$ cat src/rtl/pong_pkg.sv
// rtl/pong_pkg.sv - shared FSM encoding, digit indices and BCD helpers for the score display
package pong_pkg;

  localparam int BCD_W = 4;

  typedef enum logic [1:0] {
    IDLE   = 2'd0,
    SETUP  = 2'd1,
    STROBE = 2'd2,
    HOLD   = 2'd3
  } state_t;

  localparam logic [1:0] P1_UNITS = 2'd0;
  localparam logic [1:0] P1_TENS  = 2'd1;
  localparam logic [1:0] P2_UNITS = 2'd2;
  localparam logic [1:0] P2_TENS  = 2'd3;

  // Packs a decimal value 0..99 as {tens, units}.
  function automatic logic [2*BCD_W-1:0] to_bcd2(input int unsigned v);
    logic [BCD_W-1:0] t;
    logic [BCD_W-1:0] u;
    t = BCD_W'(v / 10);
    u = BCD_W'(v % 10);
    return {t, u};
  endfunction

endpackage

$ cat src/rtl/bcd_counter2.sv
// rtl/bcd_counter2.sv - two-digit BCD counter, saturating at 99, with clear
import pong_pkg::*;

module bcd_counter2 (
  input  logic             clk,
  input  logic             reset,
  input  logic             i_inc,
  input  logic             i_clr,
  output logic [BCD_W-1:0] o_tens,
  output logic [BCD_W-1:0] o_units,
  output logic             o_at_max
);

  logic [BCD_W-1:0] r_tens;
  logic [BCD_W-1:0] r_units;

  assign o_tens   = r_tens;
  assign o_units  = r_units;
  assign o_at_max = (r_tens == BCD_W'(9)) && (r_units == BCD_W'(9));

  always_ff @(posedge clk) begin
    if (reset || i_clr) begin
      r_tens  <= '0;
      r_units <= '0;
    end else if (i_inc && !o_at_max) begin
      if (r_units == BCD_W'(9)) begin
        r_units <= '0;
        r_tens  <= r_tens + BCD_W'(1);
      end else begin
        r_units <= r_units + BCD_W'(1);
      end
    end
  end

endmodule

$ cat src/rtl/score_display_ctrl.sv
// rtl/score_display_ctrl.sv - two-player BCD scoreboard that refreshes four digit decoders by scan
import pong_pkg::*;

module score_display_ctrl #(
  parameter int WIN_SCORE   = 11,
  parameter int HOLD_CYCLES = 1
) (
  input  logic             clk,
  input  logic             reset,
  input  logic             p1_point,
  input  logic             p2_point,
  input  logic             clear_scores,
  output logic [BCD_W-1:0] digit_val,
  output logic [1:0]       digit_sel,
  output logic             digit_update,
  output logic             busy,
  output logic             game_over,
  output logic             winner
);

  localparam logic [2*BCD_W-1:0] WIN_BCD   = to_bcd2(WIN_SCORE);
  localparam logic [3:0]         HOLD_LAST = 4'(HOLD_CYCLES - 1);

  logic [BCD_W-1:0] w_p1_tens, w_p1_units, w_p2_tens, w_p2_units;
  logic             w_p1_max, w_p2_max, w_p1_win, w_p2_win;
  logic             w_p1_inc, w_p2_inc, w_change, w_consume;
  logic [BCD_W-1:0] w_mux;

  state_t           r_state, w_state_nxt;
  logic [1:0]       r_sel, w_sel_nxt;
  logic [BCD_W-1:0] r_val, w_val_nxt;
  logic [3:0]       r_hold, w_hold_nxt;
  logic             r_pending;

  // Scores freeze at WIN_SCORE, so the end-of-game flags follow the registered scores directly.
  assign w_p1_win  = ({w_p1_tens, w_p1_units} == WIN_BCD);
  assign w_p2_win  = ({w_p2_tens, w_p2_units} == WIN_BCD);
  assign game_over = w_p1_win | w_p2_win;
  assign winner    = w_p2_win & ~w_p1_win;

  assign w_p1_inc = p1_point & ~game_over & ~clear_scores;
  assign w_p2_inc = p2_point & ~game_over & ~clear_scores;
  assign w_change = clear_scores | (w_p1_inc & ~w_p1_max) | (w_p2_inc & ~w_p2_max);

  bcd_counter2 u_p1 (
    .clk      (clk),
    .reset    (reset),
    .i_inc    (w_p1_inc),
    .i_clr    (clear_scores),
    .o_tens   (w_p1_tens),
    .o_units  (w_p1_units),
    .o_at_max (w_p1_max)
  );

  bcd_counter2 u_p2 (
    .clk      (clk),
    .reset    (reset),
    .i_inc    (w_p2_inc),
    .i_clr    (clear_scores),
    .o_tens   (w_p2_tens),
    .o_units  (w_p2_units),
    .o_at_max (w_p2_max)
  );

  always_comb begin
    case (r_sel)
      P1_UNITS: w_mux = w_p1_units;
      P1_TENS:  w_mux = w_p1_tens;
      P2_UNITS: w_mux = w_p2_units;
      default:  w_mux = w_p2_tens;
    endcase
  end

  always_comb begin
    w_state_nxt  = r_state;
    w_sel_nxt    = r_sel;
    w_val_nxt    = r_val;
    w_hold_nxt   = r_hold;
    w_consume    = 1'b0;
    busy         = 1'b1;
    digit_update = 1'b0;
    digit_val    = r_val;
    case (r_state)
      IDLE: begin
        busy = 1'b0;
        if (r_pending) begin
          w_consume   = 1'b1;
          w_sel_nxt   = P1_UNITS;
          w_state_nxt = SETUP;
        end
      end
      SETUP: begin
        // Live score sampled here, then held through STROBE and HOLD.
        digit_val   = w_mux;
        w_val_nxt   = w_mux;
        w_state_nxt = STROBE;
      end
      STROBE: begin
        digit_update = 1'b1;
        w_hold_nxt   = '0;
        w_state_nxt  = HOLD;
      end
      HOLD: begin
        if (r_hold == HOLD_LAST) begin
          if (r_sel == P2_TENS) begin
            w_state_nxt = IDLE;
          end else begin
            w_sel_nxt   = r_sel + 2'd1;
            w_state_nxt = SETUP;
          end
        end else begin
          w_hold_nxt = r_hold + 4'd1;
        end
      end
      default: w_state_nxt = IDLE;
    endcase
  end

  assign digit_sel = r_sel;

  always_ff @(posedge clk) begin
    if (reset) begin
      r_state   <= IDLE;
      r_sel     <= P1_UNITS;
      r_val     <= '0;
      r_hold    <= '0;
      r_pending <= 1'b1;
    end else begin
      r_state   <= w_state_nxt;
      r_sel     <= w_sel_nxt;
      r_val     <= w_val_nxt;
      r_hold    <= w_hold_nxt;
      // A change seen while a scan is being launched still forces one more scan.
      r_pending <= w_change | (r_pending & ~w_consume);
    end
  end

endmodule

$ cat config.mk
export PLATFORM = sky130hd
export DESIGN_NAME = score_display_ctrl
export DESIGN_NICKNAME = d
export VERILOG_FILES = /design/src/rtl/pong_pkg.sv /design/src/rtl/bcd_counter2.sv /design/src/rtl/score_display_ctrl.sv
export SDC_FILE = /design/constraint.sdc
export NUM_CORES = 1
export LEC_CHECK = 0
export BUFFER_PORTS_ARGS = -buffer_cell sky130_fd_sc_hd__clkbuf_2
export CELL_PAD_IN_SITES_DETAIL_PLACEMENT = 0
export CELL_PAD_IN_SITES_GLOBAL_PLACEMENT = 2
export CORE_AREA = 2 2 79 81
export CTS_BUF_LIST = sky130_fd_sc_hd__clkbuf_8
export DETAILED_ROUTE_END_ITERATION = 10
export DIE_AREA = 0 0 81 83
export MAX_ROUTING_LAYER = met4
export PLACE_DENSITY_LB_ADDON = 0.1
export SKIP_CTS_REPAIR_TIMING = 1
export SLEW_MARGIN = 10
export SYNTH_ARGS = -nofsm -noshare
export SYNTH_HDL_FRONTEND = slang
export SYNTH_SLANG_ARGS = --single-unit
$ cat constraint.sdc
create_clock -name clk -period 2.9 [get_ports clk]
set_clock_uncertainty 0.2 [all_clocks]
set_input_delay 0.725 -clock clk [delete_from_list [all_inputs] [get_ports clk]]
set_output_delay 0.725 -clock clk [all_outputs]
set_load 0.005 [all_outputs]
# After elaboration in Yosys (flattened, before gate mapping)
# Index checks and enable logic that the tools add are counted.
# classes
add_sub_neg,6
n_eq_ne,16
muxes,18
bitwise,18
reduce_logical,17
# ops
op,n
$add 4x1->4 const B,5
$eq 4x4->1 const B,4
$eq 8x5->1 const B,2
$mux 4,4
$pmux 4 s3,1
$mux 2,5
$and 1x1->1,8
$eq 2x2->1 const B,4
$ne 2x2->1 const B,4
$pmux 2 s4,1
$pmux 4 s2,1
$reduce_and 2->1,4
$not 1->1,6
$mux 1,5
$eq 2x1->1 const B,2
$logic_and 1x1->1,4
$logic_not 2->1,2
$logic_not 4->1,1
$or 1x1->1,4
$pmux 2 s2,1
$reduce_and 4->1,1
$reduce_bool 2->1,2
$add 2x1->2 const B,1
$logic_not 1->1,2
$logic_or 1x1->1,1
# word_totals
ff_bits,29
output_inout_bits,10
elab_cells,84

# Logic depth before layout (Yosys ltp)
# Gate-level depths: netlist of run 1.
# logic_depth
word_depth,9
mapped_depth,9
ltp_nobuf,7

# Cells and area by module
# From an unflattened synthesis of run 1, not the netlist that was laid out.
# unflattened
hier_cells,198
hier_area_um2,1717.9
# by_module_without_submodules
module,n_inst,cells_per_inst,area_per_inst_um2,seq_area_each_um2
score_display_ctrl,1,102,884.6,260.2
bcd_counter2,2,48,416.6,160.2

# Worst setup path before layout of run 1
# OpenSTA, ideal clock, no wires.
# synth_path
path_kind,reg-to-output
from,register r_sel[0] (netlist: digit_sel[0])
to,output port digit_val[0]
arrival_ps,1368
required_time_ps,1975
path_slack_ps,607
stages_incl_launch_ff,6
n_path_buf,0
cell_sequence,dfxtp_1 inv_1 ha_1 a222oi_1 o21ai_0 mux2_2
# synth_via
elab_chain_len,3
word_cells_on_any_way,5
# synth_lines
item,line_no,source
"start, declared",score_display_ctrl.sv:30,"logic [1:0] r_sel, w_sel_nxt;"
"start signal, assigned",score_display_ctrl.sv:130,r_sel <= w_sel_nxt;
"$eq 2x2->1, or another cell as far along",score_display_ctrl.sv:66,case (r_sel)
$pmux 4 s3 *,score_display_ctrl.sv:66,
$mux 4 *,score_display_ctrl.sv:83,case (r_state)
"end, declared",score_display_ctrl.sv:13,"output logic [BCD_W-1:0] digit_val,"
# Mark *: on every way between the ends. The rest lies on a longest branch, timed or not.

# Worst setup path after layout of run 1
# layout_path
from,register r_sel[0] (netlist: digit_sel[0])
to,output port digit_val[2]
# The elaborated chain is that of the path after synthesis.

==> results.md, run 1 <==
* Largest family of logic cells by synthesized area: simple AND/OR/NAND/NOR gates
* RSZ-0062 raised after global routing: no
* Power density cells at 499.4 nW/um^2
* Chip width at 81 microns
* Cells after Synth at 203
* Max VDD drop at 254.3 uV
* Fmax at 358.3 MHz
* Critical path fanouts, max at 5
* Top-area cell type share of the netlist area at 33.79%
* Mapped Area at 1718 sq um
* Vias at 1444
* Synthesized Nets at 222
* Post-Place Setup Slack at 0.3295 ns
* Slowest stage cell, crit path: dfxtp_2
* Post-DP HPWL at 3030 microns
* Setup TNS Final at 0 ns
* Rows at 28
* Maxcap violations at 0
* Compound-Gate Fraction of Synth Area at 13.40%
* Worst hold path type: reg2reg
* Synth Area in XOR/XNOR at 4.079%
* Top cell types by occurrence after synthesis: dfxtp_1 (29), nor2_1 (18), nand2_1 (16), ha_1 (14)
* Synthesis-to-finish area growth at 12.75%
* I/O Buffers at 14
* H-tree depth at 2
* Max Slew Vio Count at 0
* Die Area at 6723 sq um
* Worst path cell trace: inv_1, ha_1, a222oi_1, o21ai_0, mux2_2, clkbuf_2
* Post-synth cell types at 42
* Vias in the first global route at 1370
* Mux contribution to synthesized area at 4.953%
* P_leak at 0.0007619 uW
* First-pass GRT wire length at 6810 microns
* Path type of the worst setup path: reg2out
* R2R depth at 5
* Drt pass-1 iters at 7
* Avg Inst Size Synth at 8.463 sq um
* RePlAce Congestion at 0.7799
* Asr flop ratio synth at 0%
* Cts bufs inserted at 5
* Fraction of layout cells with a size suffix above 1 at 16.51%
* Simple logic cell fraction of the synthesized area at 28.33%
* GRT Util Overall at 13.37%
* Arrival time at the worst endpoint at 1.87 ns
* Die extent in y at 83 microns
* Worst setup startpoint: digit_sel[0]
* Nets@finish at 236
* Crit Reg-Reg Endpoint: r_pending
* Starting DRT DRC Count at 80
* CTS tree: yes
* End point of the critical path: digit_val[2]
* Worst Path Required at 1.98 ns
* Clk slew on worst S/H paths at 0.06 ns
* Status: complete, no violations
* Post-Route WL at 3947 microns
* Final setup vio count at 0
* Synth top area cells: dfxtp_1 (34%), ha_1 (10%), nor2_1 (3.9%)
* Post-DR wirelength/cell at 13.47 microns
* Post-route DRC violation count at 0
* CTS Sinks at 29
* GRT overflow at 0
* Post-synth EDFFs at 0
* Met1 Use GR at 16.88%
* I/O pin cnt at 15
* Yosys warns at 0
* Slew HR at 57.18%
* Max stage delay on crit path at 0.36 ns
* FF+latch count, synth at 29
* Fin crit share at 96.25%
* Seq/Total Area, Yosys at 33.79%
* CTS root buffer: clkbuf_8
* RR Startpoint: u_p2.o_tens[0]
* Tightest Pin Transition at 0.6410 ns
* Max clock buf depth at 2
* Largest net degree at the start of global routing at 17
* Most used routing layer: met2
* Later-pin clock latency in the skew report at 0.28 ns
* Antenna violations before repair at 0
* Top-count cell post-synth: dfxtp_1
* Final Worst Setup Slack at 0.1087 ns
* Grt met3 use at 3.043%
* Fin crit period at 2.791 ns
* Critical path startpoint category: register
* Final hold violations at 0
* Leading area contributor after synthesis: dfxtp_1
* Post-Synth Adder-Cell Area at 10.20%
* Post-DRT Antenna Nets at 0
* Initial Utilization at 29.54%
* Vias/cell at 4.928
* Crit end category: output pin
* Core Box Area at 5816 sq um
* Flop-to-flop setup slack at 0.79 ns
* Global routing met2 resource utilization at 20.59%
* Synth Flop Type: dfxtp_1
* Ant. Diodes at 0
==> registers in the layout, summed over array words and instances (netlist names) <==
| name | flops |
|---|---|
| u_p2.o_units | 4 |
| digit_sel | 2 |
| r_state | 2 |
| u_p1.o_tens | 4 |
| u_p2.o_tens | 4 |
| r_pending | 1 |
| u_p1.o_units | 4 |
| r_val | 4 |
| r_hold | 4 |
==> layer usage <==
metal	up-vias	part of all wire, %
met5	-	0
met4	0	1.5
met3	5	2.8
met2	20	49
met1	678	47
li1	741	-
==> kinds of logic (layout without fill, tap and decap cells) <==
family / count (synthesis) / after routing
simple gates: 87 / 87
compound gates: 36 / 36
flops: 29 / 29
buf+inv: 21 / 36
fa+ha+maj: 14 / 14
xor+xnor: 8 / 8
mux: 8 / 8
==> where the power goes <==
part / total [uW] / switching (uW) / internal [uW]
Combinational: 207 / 113 / 94.2
Sequential: 434 / 18.8 / 415
Clock: 326 / 163 / 163
Total: 967 / 295 / 672
==> cell usage in the layout, fill, tap and decap left out, types with 5 or more instances in the layout <==
cell type,netlist,layout
a21oi_1,13,13
clkbuf_2,0,14
clkbuf_8,0,5
dfxtp_1,29,27
ha_1,14,14
inv_1,13,14
nand2_1,16,16
nand2b_1,6,6
nand3_1,9,9
nor2_1,18,18
nor2b_1,7,7
o21ai_0,9,9
or3_1,8,8
xor2_1,5,5
==> worst min-delay path by stage <==
stage                   startpoint             end  slack [ns]  cells past startpoint
floorplan           u_p2.o_tens[1]  u_p2.o_tens[1]        0.28                      2
global placement    u_p2.o_tens[1]  u_p2.o_tens[1]        0.31                      2
detailed placement  u_p2.o_tens[1]  u_p2.o_tens[1]        0.32                      2
CTS                 u_p2.o_tens[1]  u_p2.o_tens[1]        0.33                      2
global route          digit_sel[0]    digit_sel[0]        0.34                      2
finish                digit_sel[0]    digit_sel[0]        0.31                      2
==> through the flow <==
step / hold WS (ns) / cell area (sq um) / power (uW) / std cells / util [%]
2_1_floorplan: 0.2785 / 1718 / 591.7 / 203 / -
5_1_grt: 0.3386 / 1937 / 1026 / 293 / 33.30
6_report: 0.3060 / 1937 / 967.3 / 293 / 33.30
4_1_cts: 0.3254 / 1931 / 985.6 / 293 / 33.20
3_5_place_dp: 0.3162 / 1848 / 653.7 / 285 / 31.78
3_3_place_gp: 0.3087 / 1848 / 648.0 / 285 / 31.78
==> critical path, delay by kind of cell, from the launching register on <==
| kind | cells | cell delay (ns) |
|---|---|---|
| AOI/OAI and AO/OA | 2 | 0.48 |
| DFF | 1 | 0.36 |
| muxes | 1 | 0.29 |
| adders and majority gates | 1 | 0.26 |
| buffers and inverters | 2 | 0.19 |
==> final cells by class <==
type	count	area (sq um)
fillers	662	3879
multi-input cells	153	1051
flip-flops and latches	29	583.1
well taps	75	93.84
repair buffers	15	77.57
clock buffers	5	68.82
inverters	13	48.80
clock inverters	3	13.76
Note: power is estimated with default switching activity, not from simulation.
==> inputs of run 2 (changes only) <==
- SETUP_SLACK_MARGIN: not set -> 0.2
==> run 2 against run 1 <==
Effect of this change:
- design area is 3.4% higher
- via count grew 1.8%
- sequential share of layout area shrank 0.35 points
- first-iteration DRC count fell by 21%
- non-clock buffer count up 3
- routed wire length grew 1.2%
- fmax rose by 3.8%
- total power shrank 0.21%
- clock-buffer cell count stayed put
- critical path depth unchanged
- flip-flop and latch count unchanged
- sequential power about the same
- critical path type unchanged
- highest routed layer unchanged
==> results.md, run 2 (synthesis gave the netlist of run 1 again) <==
* Status: complete, no violations
* Post-Route WL at 3994 microns
* Later-pin clock latency in the skew report at 0.28 ns
* H-tree depth at 2
* Vias at 1470
* Fin crit share at 92.70%
* CTS tree: yes
* CTS Sinks at 29
* Delay-heaviest family, CP: compound AO/OA/AOI/OAI gates
* Nets@finish at 239
* Max VDD drop at 254.3 uV
* Worst Path Buf+Inv at 2
* Synthesis-to-finish area growth at 16.53%
* I/O Buffers at 14
* RSZ-0062 raised after global routing: yes
* Post-route DRC violation count at 0
* Crit end category: output pin
* CTS root buffer: clkbuf_8
* Critical path startpoint category: register
* Final setup vio count at 0
* First-pass GRT wire length at 6810 microns
* Vias/cell at 4.966
* Fin crit period at 2.688 ns
* Post-DRT Antenna Nets at 0
* Commonest non-fill, non-tap cell in the layout: dfxtp_1
* Global routing met2 resource utilization at 20.59%
* Fmax at 372.0 MHz
* Vias in the first global route at 1370
* Worst Path Required at 1.98 ns
* Tightest Pin Transition at 0.6410 ns
* Drt pass-1 iters at 6
* Die extent in y at 83 microns
* P_leak at 0.0007807 uW
* Cts bufs inserted at 5
* Fraction of layout cells with a size suffix above 1 at 21.27%
* Ant. Diodes at 0
* Die Area at 6723 sq um
* Commonest cells after routing, fill and taps aside: dfxtp_1 (25), nor2_1 (18), nand2_1 (16)
* FILL cells at 655
* Final hold violations at 0
* Critical path fanouts, max at 5
* Max stage delay on crit path at 0.37 ns
* Slowest stage cell, crit path: dfxtp_4
* I/O pin cnt at 15
* GRT Util Overall at 13.37%
* Power density cells at 482.2 nW/um^2
* Met1 Use GR at 16.88%
* Seq. cell area at 595.6 sq um
* Initial Utilization at 29.54%
* Max clock buf depth at 2
* RePlAce Congestion at 0.7799
* Worst path cell trace: inv_2, ha_2, a222oi_1, o21ai_1, mux2_2, clkbuf_2
* Starting DRT DRC Count at 63
* Max Slew Vio Count at 0
* Post-DR wirelength/cell at 13.49 microns
* Post-DP HPWL at 3030 microns
* GRT overflow at 0
* Chip width at 81 microns
* Setup TNS Final at 0 ns
* Worst hold path type: reg2reg
* Slew HR at 57.17%
* Rows at 28
* Largest net degree at the start of global routing at 17
* Maxcap violations at 0
* Antenna violations before repair at 0
* Clk slew on worst S/H paths at 0.07 ns
* Arrival time at the worst endpoint at 1.76 ns
* Hold slack at 0.3032 ns
* Grt met3 use at 3.043%
* Multi-input gate area at 1079 sq um
* Core Box Area at 5816 sq um
* Path type of the worst setup path: reg2out
* Most used routing layer: met2
[run 2: cell count changes in the layout (fill, tap and decap cells not counted), sizes merged]
cell	before	now
buf	1	5
clkbuf	19	18
[run 2: tightest hold or removal path, stage by stage (launching register included)]
cell	delay, ns
dfxtp_4	0.36
nand2_1	0.05
a21oi_1	0.05
[run 2: final timing paths]
kind,start,to,slack [ns],cells after the start
max,digit_sel[0],digit_val[3],0.21,6
min reg2reg,u_p2.o_tens[1],u_p2.o_tens[1],0.30,2
min,u_p2.o_tens[1],u_p2.o_tens[1],0.30,2
max reg2reg,u_p2.o_tens[1],r_pending,0.60,9
[run 2: power by group]
part | switching, uW | internal [uW]
clock network | 161 | 163
logic | 114 | 96.1
registers | 19.1 | 413
total | 294 | 671
[run 2: area by class of cell]
class | instances | share of cell area, %
Inverter | 13 | 2.563
Timing Repair Buffer | 18 | 5.000
Clock inverter | 3 | 0.6875
Tap cell | 75 | 4.688
Multi-Input combinational cell | 153 | 53.87
Clock buffer | 5 | 3.438
Sequential cell | 29 | 29.75
[run 2: metal layers]
layer  up-vias  share of wire [%]
met5         -                  0
met4         0                1.5
met3         5                3.1
met2        22                 49
met1       695                 46
li1        748                  -
[run 2: through the flow]
step / utilization, % / power (uW) / instance area, sq um / worst slack (ns) / cells
floorplan: - / 591.7 / 1718 / 0.6069 / 203
global placement: 31.78 / 648.0 / 1848 / 0.3440 / 285
detailed placement: 31.78 / 653.7 / 1848 / 0.3295 / 285
CTS: 33.20 / 985.6 / 1931 / 0.01556 / 293
global route: 34.42 / 1026 / 2002 / 0.1177 / 296
finish: 34.42 / 965.3 / 2002 / 0.2117 / 296
==> inputs of run 3 (changes only) <==
- clock period: 2.9 -> 2.8 ns (I/O delays scaled with it)
==> run 3 against run 2 <==
Effect of this change:
- flip-flop and latch count did not move
- non-clock buffer count rose by 2
- sequential share of layout area fell by 0.51 points
- first-iteration DRC count rose by 49%
- global-route usage fell by 0.61 points
- critical endpoint unchanged
- sequential power rose by 4%
- clock power fell by 2%
- routed wire length rose by 1.7%
==> results.md, run 3 (synthesis gave the netlist of run 1 again) <==
* Status: complete, no violations
* Max stage delay on crit path at 0.36 ns
* Slowest stage cell, crit path: dfxtp_4
* RePlAce Congestion at 0.7501
* Vias/cell at 4.950
* Setup TNS Final at 0 ns
* Fraction of layout cells with a size suffix above 1 at 20.63%
* CTS tree: yes
* Die extent in y at 83 microns
* Post-route DRC violation count at 0
* Worst hold path type: reg2reg
* Tightest Pin Transition at 0.6594 ns
* Multi-input gate area at 1082 sq um
* Design Area, Final at 2028 sq um
* Clk slew on worst S/H paths at 0.06 ns
* Chip width at 81 microns
* Seq. cell area at 593.1 sq um
* Later-pin clock latency in the skew report at 0.27 ns
* Rows at 28
* Antenna violations before repair at 0
* Fmax at 376.6 MHz
* I/O Buffers at 14
* Cts bufs inserted at 5
* Fin crit share at 94.84%
* Post-DP HPWL at 3016 microns
* Final setup vio count at 0
* Vias in the first global route at 1328
* RSZ-0062 raised after global routing: yes
* Core Box Area at 5816 sq um
* Synthesis-to-finish area growth at 18.06%
* Critical path fanouts, max at 4
* Max clock buf depth at 2
* I/O pin cnt at 15
* Post-Route WL at 4061 microns
* H-tree depth at 2
* P_leak at 0.0007996 uW
* Post-DRT Antenna Nets at 0
* Max Slew Vio Count at 0
* Fin crit period at 2.656 ns
* Total Power at 988.7 uW
* CTS root buffer: clkbuf_8
* Commonest cells after routing, fill and taps aside: dfxtp_1 (25), nor2_1 (18), nand2_1 (16)
* GRT Util Overall at 12.76%
* Slew HR at 55.95%
* CTS Sinks at 29
* Crit end category: output pin
* GRT overflow at 0
* Max VDD drop at 338.4 uV
* Worst Path Required at 1.90 ns
* Commonest non-fill, non-tap cell in the layout: dfxtp_1
* Vias at 1475
* DP Area at 1856 sq um
* Drt pass-1 iters at 6
* Ant. Diodes at 0
* Die Area at 6723 sq um
* Starting DRT DRC Count at 94
* Initial Utilization at 29.54%
* Largest net degree at the start of global routing at 17
* FILL cells at 647
* Maxcap violations at 0
* Arrival time at the worst endpoint at 1.76 ns
* Path type of the worst setup path: reg2out
* Final hold violations at 0
* Power density cells at 487.5 nW/um^2
* Nets@finish at 241
* First-pass GRT wire length at 6465 microns
* Critical path startpoint category: register
* Worst path cell trace: buf_12, ha_4, a222oi_1, o21ai_1, mux2_2, clkbuf_2
* Post-DR wirelength/cell at 13.63 microns
[run 3: changes by cell type in the layout (fill, tap and decap cells not counted), sizes merged]
| cell | change |
|---|---|
| clkinv | -2 |
| inv | +2 |
| buf | +1 |
| clkbuf | +1 |
[run 3: layer usage]
layer / global-route usage [%] / part of all wire (%)
met4: 4.160 / 0.94
met2: 20.44 / 49
met1: 15.71 / 46
met5: - / 0
met3: 2.935 / 4.0
[run 3: critical path: cells and delay by family (launching register included)]
kind,cells,cell delay (ns)
AO/OA/AOI/OAI,2,0.45
adder cells (fa/ha/maj),1,0.16
buffers and inverters,2,0.23
multiplexers,1,0.28
flip-flops,1,0.36
[run 3: final cells by class]
type	instances	area share (%)
Multi-Input combinational cell	153	53.36
Sequential cell	29	29.24
Timing Repair Buffer	20	6.292
Tap cell	75	4.627
Clock buffer	5	3.393
Inverter	13	2.529
Clock inverter	3	0.5552
[run 3: path summary, 6_finish.rpt]
path | from | end | slack [ns] | cells after the start
setup / recovery | digit_sel[1] | digit_val[3] | 0.14 | 6
hold / removal | u_p2.o_tens[1] | u_p2.o_tens[1] | 0.29 | 2
setup reg to reg | r_state[1] | digit_sel[0] | 0.68 | 5
hold reg to reg | u_p2.o_tens[1] | u_p2.o_tens[1] | 0.29 | 2
[run 3: through the flow]
step                worst slack (ns)  instances  utilization [%]  hold WS [ns]
global route                 0.07751        298            34.88        0.3132
global placement              0.3661        286            31.91        0.3002
finish                        0.1443        298            34.88        0.2905
detailed placement            0.2703        286            31.91        0.3171
CTS                         -0.03826        294            33.28        0.3251
floorplan                     0.5319        203                -        0.2785
[run 3: report_power, final]
part / switching (uW) / internal, uW
Sequential: 20.4 / 428
Clock: 152 / 165
Combinational: 120 / 103
